## src/rtl/des_keysched_dec.sv

```systemverilog
// Iterative DES decryption key schedule: loads PC-1 of the key, then emits
// K16..K1 over a valid/ready handshake by right-rotating the C/D halves.
module des_keysched_dec (
   input  logic        clk,
   input  logic        rst,
   input  logic [63:0] key_i,
   input  logic        start_i,
   output logic        busy_o,
   output logic        subkey_valid_o,
   input  logic        subkey_ready_i,
   output logic [47:0] subkey_o,
   output logic [3:0]  round_o,
   output logic        done_o
);

   typedef enum logic {
      S_IDLE = 1'b0,
      S_RUN  = 1'b1
   } state_t;

   // Table entries use standard DES numbering: bit 1 is the MSB.
   localparam int PC1_TAB [56] = '{
      57, 49, 41, 33, 25, 17,  9,
       1, 58, 50, 42, 34, 26, 18,
      10,  2, 59, 51, 43, 35, 27,
      19, 11,  3, 60, 52, 44, 36,
      63, 55, 47, 39, 31, 23, 15,
       7, 62, 54, 46, 38, 30, 22,
      14,  6, 61, 53, 45, 37, 29,
      21, 13,  5, 28, 20, 12,  4
   };

   localparam int PC2_TAB [48] = '{
      14, 17, 11, 24,  1,  5,
       3, 28, 15,  6, 21, 10,
      23, 19, 12,  4, 26,  8,
      16,  7, 27, 20, 13,  2,
      41, 52, 31, 37, 47, 55,
      30, 40, 51, 45, 33, 48,
      44, 49, 39, 56, 34, 53,
      46, 42, 50, 36, 29, 32
   };

   state_t      state_q, state_d;
   logic [27:0] c_q, c_d;
   logic [27:0] d_q, d_d;
   logic [3:0]  cnt_q, cnt_d;
   logic        done_q, done_d;

   logic [55:0] pc1_key;
   logic [55:0] cd_q;
   logic        shift_one;

   function automatic logic [27:0] ror28(input logic [27:0] x, input logic by_one);
      ror28 = by_one ? {x[0], x[27:1]} : {x[1:0], x[27:2]};
   endfunction

   generate
      for (genvar gi = 0; gi < 56; gi++) begin : g_pc1
         localparam int SRC = 64 - PC1_TAB[gi];
         assign pc1_key[55-gi] = key_i[SRC];
      end
   endgenerate

   assign cd_q = {c_q, d_q};

   generate
      for (genvar gi = 0; gi < 48; gi++) begin : g_pc2
         localparam int SRC = 56 - PC2_TAB[gi];
         assign subkey_o[47-gi] = cd_q[SRC];
      end
   endgenerate

   // Encryption shift of round cnt+1: single shifts fall on rounds 16, 9 and 2.
   assign shift_one = (cnt_q == 4'd15) || (cnt_q == 4'd8) || (cnt_q == 4'd1);

   always_ff @(posedge clk) begin
      if (rst) begin
         state_q <= S_IDLE;
         c_q     <= '0;
         d_q     <= '0;
         cnt_q   <= '0;
         done_q  <= 1'b0;
      end else begin
         state_q <= state_d;
         c_q     <= c_d;
         d_q     <= d_d;
         cnt_q   <= cnt_d;
         done_q  <= done_d;
      end
   end

   always_comb begin
      state_d = state_q;
      c_d     = c_q;
      d_d     = d_q;
      cnt_d   = cnt_q;
      done_d  = 1'b0;
      case (state_q)
         S_IDLE: begin
            if (start_i) begin
               // No pre-rotation: C16/D16 equal C0/D0 after the full 28-bit shift.
               c_d     = pc1_key[55:28];
               d_d     = pc1_key[27:0];
               cnt_d   = 4'd15;
               state_d = S_RUN;
            end
         end
         S_RUN: begin
            if (subkey_ready_i) begin
               if (cnt_q == 4'd0) begin
                  state_d = S_IDLE;
                  done_d  = 1'b1;
               end else begin
                  c_d   = ror28(c_q, shift_one);
                  d_d   = ror28(d_q, shift_one);
                  cnt_d = cnt_q - 4'd1;
               end
            end
         end
         default: state_d = S_IDLE;
      endcase
   end

   always_comb begin
      subkey_valid_o = (state_q == S_RUN);
      busy_o         = (state_q == S_RUN);
      round_o        = cnt_q;
      done_o         = done_q;
   end

endmodule
```

## config.mk

```make
export PLATFORM = sky130hd
export DESIGN_NAME = des_keysched_dec
export DESIGN_NICKNAME = d
export VERILOG_FILES = /design/src/rtl/des_keysched_dec.sv
export SDC_FILE = /design/constraint.sdc
export NUM_CORES = 1
export LEC_CHECK = 0
export BUFFER_PORTS_ARGS = -buffer_cell sky130_fd_sc_hd__buf_2
export CAP_MARGIN = 20
export CORE_UTILIZATION = 30
export CTS_CLUSTER_SIZE = 16
export DETAILED_ROUTE_END_ITERATION = 16
export SYNTH_ARGS = -nofsm -noshare
export SYNTH_HDL_FRONTEND = slang
export SYNTH_SLANG_ARGS = --single-unit
```

## constraint.sdc

```tcl
create_clock -name clk -period 2.4 [get_ports clk]
set_clock_uncertainty 0.05 [all_clocks]
set_input_delay 0.12 -clock clk [delete_from_list [all_inputs] [get_ports clk]]
set_output_delay 0.12 -clock clk [all_outputs]
set_load 0.005 [all_outputs]
```

-- Word-level counts from Yosys, hierarchy flattened
Cells that the tools add are included.
- reductions and logical operators: 5
- multipliers: 0
- magnitude comparators: 0
- div/mod/pow operators: 0
- shift-type cells: 0
- bitwise operators: 2
- equal/unequal tests: 6
- add/subtract/negate cells: 1
- mux-type cells: 19
- operator list (kind ; number):
    28-bit two-way mux ; 8
    28-bit one-hot mux with 2 select lines ; 2
    4-bit two-way mux ; 3
    4-bit equality test (second input constant) ; 2
    4-bit one-hot mux with 2 select lines ; 1
    2-bit != test (second input constant) ; 3
    4-bit by 1-bit equality test with 1-bit output (second input constant) ; 1
    4-bit logical NOT ; 1
    1-bit two-way mux ; 4
    4-bit by 1-bit subtractor with 4-bit output (second input constant) ; 1
    3-bit AND reduction ; 1
    3-bit OR reduction ; 1
    1-bit logical OR ; 2
    1-bit inverter ; 2
    1-bit one-hot mux with 2 select lines ; 1
- input port bits: 68
- memories kept: 0
- bits in latches: 0
- register bits: 62
- bits in read-only memories: 0
- bits in writable memories: 0

-- Logic depth before layout (Yosys ltp)
- depth after elaboration: 7
- depth in mapped cells: 8
- depth with buffers taken out: 6

-- Worst setup path after synthesis
No wires, ideal clock.
- kind: reg-to-reg
- from: register cnt_q[0], in the netlist round_o[0]
- to: register c_q[10]
- arrival: 1.803 ns
- slack: 0.419 ns
- setup time: 0.128 ns
- stages on the path, launching flop included: 9
- data required time: 2.222 ns
- cells stage by stage: dfxtp_1 > inv_1 > ha_1 > mux2_1 > a21oi_1 > buf_4 > buf_4 > mux2i_1 > o21ai_1
- word-level cells in the longest chain between the ends: 7
- elaborated cells between the ends (all ways): 12
- classes of those cells: eq/ne: 4; mux: 4; reduce/logical: 4
- RTL lines (what ; RTL line ; source):
    from (decl) ; 47 ; logic [3:0] cnt_q, cnt_d;
    from (signal assigned) ; 88 ; cnt_q <= cnt_d;
    4-bit equality test ; 75 ; assign shift_one = (cnt_q == 4'd15) || (cnt_q == 4'd8) || (cnt_q == 4'd1);
    1-bit logical OR (2 in a row) ; 75 ;
    28-bit two-way mux ; 55 ; ror28 = by_one ? {x[0], x[27:1]} : {x[1:0], x[27:2]};
    28-bit two-way mux ; 111 ; if (cnt_q == 4'd0) begin
    28-bit two-way mux ; 110 ; if (subkey_ready_i) begin
    28-bit one-hot mux with 2 select lines ; 99 ; case (state_q)
    to (signal assigned) ; 80 ; c_q <= '0;
    to (signal assigned) ; 86 ; c_q <= c_d;
    to (decl) ; 45 ; logic [27:0] c_q, c_d;
Several ways; a longest one is shown, not always the timed one. The select of a mux whose other input is x is not followed.
A chain may end at the register's enable or synchronous reset.

-- Worst setup path in the final report
- from: register cnt_q[0], in the netlist round_o[0]
- to: register c_q[14]
The elaborated chain is that of the path after synthesis.

==> results.sh <==
export IMPL_tns_ns=0
export IMPL_drt_iter0_drc=152
export IMPL_synth_seq_cells=62
export IMPL_vias=2873
export IMPL_ys_seq_area_share_pct=38.40
export IMPL_r2r_start="round_o[0]"
export IMPL_critPathArrivalTime_ns=2.31
export IMPL_timing_critical_path_buf_inv=2
export IMPL_final_common_cell="buf_2"
export IMPL_first_pass_iters=4
export IMPL_critical_path_slowest_cell="dfxtp_1"
export IMPL_grt_setup_unrepaired="false"
export IMPL_grt_pass1_vias=2854
export IMPL_io_buffers=114
export IMPL_final_hold_viol_count=0
export IMPL_grt_overflow_total=0
export IMPL_io_pin_count=123
export IMPL_syn_nets=403
export IMPL_drv_cap=0
export IMPL_cts_clk_slew_worst_paths_ns=0.07
export IMPL_setup_worst_path_end_class="flip-flop"
export IMPL_max_stage_delay_ns=0.44
export IMPL_path_depth=7
export IMPL_instances_no_fill=586
export IMPL_hpwl_mm=5.238
export IMPL_synth_area_leader_cell="dfxtp_1"
export IMPL_drt_met1_wl_mm=3.763
export IMPL_cts_sinks=62
export IMPL_power_density_nw_per_um2=630.7
export IMPL_ant_nets=0
export IMPL_fin_crit_sh_pct=89.49
export IMPL_timing_critical_path_to="c_q[14]"
export IMPL_synth_cell_types=24
export IMPL_dpl_cell_count=513
export IMPL_final_cell_mix="114 x buf_2, 62 x dfxtp_1, 57 x dlygate4sd3_1"
export IMPL_worst_pin_slew_ns=0.5592
export IMPL_rr_endpoint="c_q[14]"
export IMPL_grt_total_usage_pct=15.85
export IMPL_multi_input_area_um2=1489
export IMPL_layout_drive_gt1_share_pct=30.67
export IMPL_whs_ns=0.06538
export IMPL_setup_viol=0
export IMPL_max_freq_mhz=465.6
export IMPL_drc_errors=0
export IMPL_nFillCells=1023
export IMPL_r2r_cells=7
export IMPL_cp_required_ns=2.56
export IMPL_num_rows=37
export IMPL_antenna_cells=0
export IMPL_crit_start="round_o[0]"
export IMPL_netlist_area_um2=3232
export IMPL_final_nets=516
export IMPL_cts_resized=0
export IMPL_regArea_um2=1241
export IMPL_die_x_um=105.8
export IMPL_dieArea_um2=11190
export IMPL_status="finished, final reports clean"
export IMPL_dr_wl_met2_mm=4.108
export IMPL_grt_start_max_net_pins=57
export IMPL_cts_buffers=9
export IMPL_p_leak_nw=2.054
export IMPL_synth_area_leaders="dfxtp_1 38%, mux2i_1 17%, a22oi_1 13%, buf_4 12%, o21ai_1 4.6%"
export IMPL_gp_congestion=0.7258
export IMPL_synthCells=332
export IMPL_dieHeight_um=105.8
export IMPL_hold_class="input port to flip-flop"
export IMPL_max_slew_margin_pct=62.72
export IMPL_slew_viol_final=0
export IMPL_ir_drop_mv=0.2585
export IMPL_critPathTopFamily="multiplexers"
export IMPL_syn2layout_area_growth_pct=34.19
export IMPL_dpl_cell_area_um2=3566
export IMPL_grt_pass1_wl_mm=14.02
export IMPL_dr_wl_met3_um=405
export IMPL_cts_htree_levels=3
export IMPL_reg2reg_slack_ns=0.25
export IMPL_period_minus_slack_ns=2.148
export IMPL_ys_warn_count=0
export IMPL_dr_max_layer_used="met4"
export IMPL_crit_path_start_kind="flip-flop"
export IMPL_wire_per_inst_um=14.49
export IMPL_routed_wl_mm=8.490
export IMPL_cts_tree="done"
export IMPL_initial_core_util_pct=31.17
export IMPL_path_class="flip-flop to flip-flop"
export IMPL_fin_area_um2=4337
export IMPL_cts_root_buf="clkbuf_8"
export IMPL_clk_path_buf_depth=2
export IMPL_path_cells="inv_1 > ha_1 > mux2_1 > a21oi_4 > buf_12 > mux2i_1 > o21ai_1"
export IMPL_avgSynthCellArea_um2=9.734
export IMPL_yosys_area_top_type_share_pct=38.40
export IMPL_worstSkewPairLatency_ns=0.34
export IMPL_core_area_um2=10370
export IMPL_worstPathMaxFanout=30
export IMPL_antenna_found_initial=0
export IMPL_via_per_inst=4.903
==> power by group <==
part	internal [mW]	leakage, nW	switching, mW	total (mW)
registers	1.11	0.510	0.0925	1.20
clock network	0.531	0.106	0.403	0.934
logic	0.326	1.44	0.272	0.598
total	1.97	2.05	0.767	2.73
==> cell type report <==
type                       instances  share of cell area, %
clock buffer                      12                  3.578
clock inverter                     4                  1.039
inverter                           2                 0.1731
multi-input combinational        194                  34.33
sequential                        62                  28.62
tap                              136                  3.924
timing repair buffer             176                  28.33
==> flip-flops by register name (all words and copies together), names as in the netlist <==
name     cells
c_q         28
round_o      4
busy_o       1
done_o       1
d_q         28
==> cells by family after synthesis <==
logic type	Yosys count	synth area share, %
AND/OR/NAND/NOR	13	2.284
multiplexers	57	17.69
buffers and inverters	76	16.49
AO/OA/AOI/OAI	121	23.96
flip-flops	62	38.40
adder cells (fa/ha/maj)	3	1.162
==> how the worst min path moves through the flow <==
stage / from / endpoint / cells past startpoint / slack (ns)
3_3_place_gp: key_i[28] / c_q[0] / 3 / 0.31
6_report: rst / busy_o / 2 / 0.07
5_1_grt: rst / busy_o / 2 / 0.04
2_1_floorplan: key_i[6] / c_q[19] / 2 / 0.21
4_1_cts: rst / busy_o / 2 / 0.02
3_5_place_dp: key_i[63] / c_q[20] / 3 / 0.31
==> synth_stat cells <==
master,count
mux2i_1,56
o21ai_0,26
nor3b_1,2
clkbuf_1,12
a22oi_1,56
dfxtp_1,62
o22ai_1,1
nand2_1,1
nor2b_1,2
nor2_1,2
a21oi_1,1
inv_1,2
buf_4,53
mux2_1,1
a211oi_1,4
buf_6,6
or3_1,1
or3b_1,1
a311oi_1,2
a311oi_2,1
o21ai_1,30
ha_1,3
buf_2,3
nor3_1,4
==> stage by stage <==
stage / util [%] / setup WS [ns] / total power [mW]
4_1_cts: 41.82 / 0.2607 / 2.781
3_5_place_dp: 34.39 / 0.2802 / 1.754
6_report: 41.82 / 0.2522 / 2.735
5_1_grt: 41.82 / 0.1099 / 2.888
3_3_place_gp: 34.39 / 0.3328 / 1.744
2_1_floorplan: - / 0.4190 / 1.629
==> timing repair <==
| action | CTS | global route |
|---|---|---|
| hold buffers | 57 | 0 |
| endpoints found under the setup margin | 0 | 0 |
| setup buffers | 0 | 0 |
| endpoints found under the hold margin | 57 | 0 |
==> layer usage <==
layer	track usage (%)	vias to the layer above
li1	-	1423
met1	18.87	1347
met2	26.84	87
met3	3.154	16
met4	8.234	0
met5	0	-
Note: power is estimated with default switching activity, not from simulation.
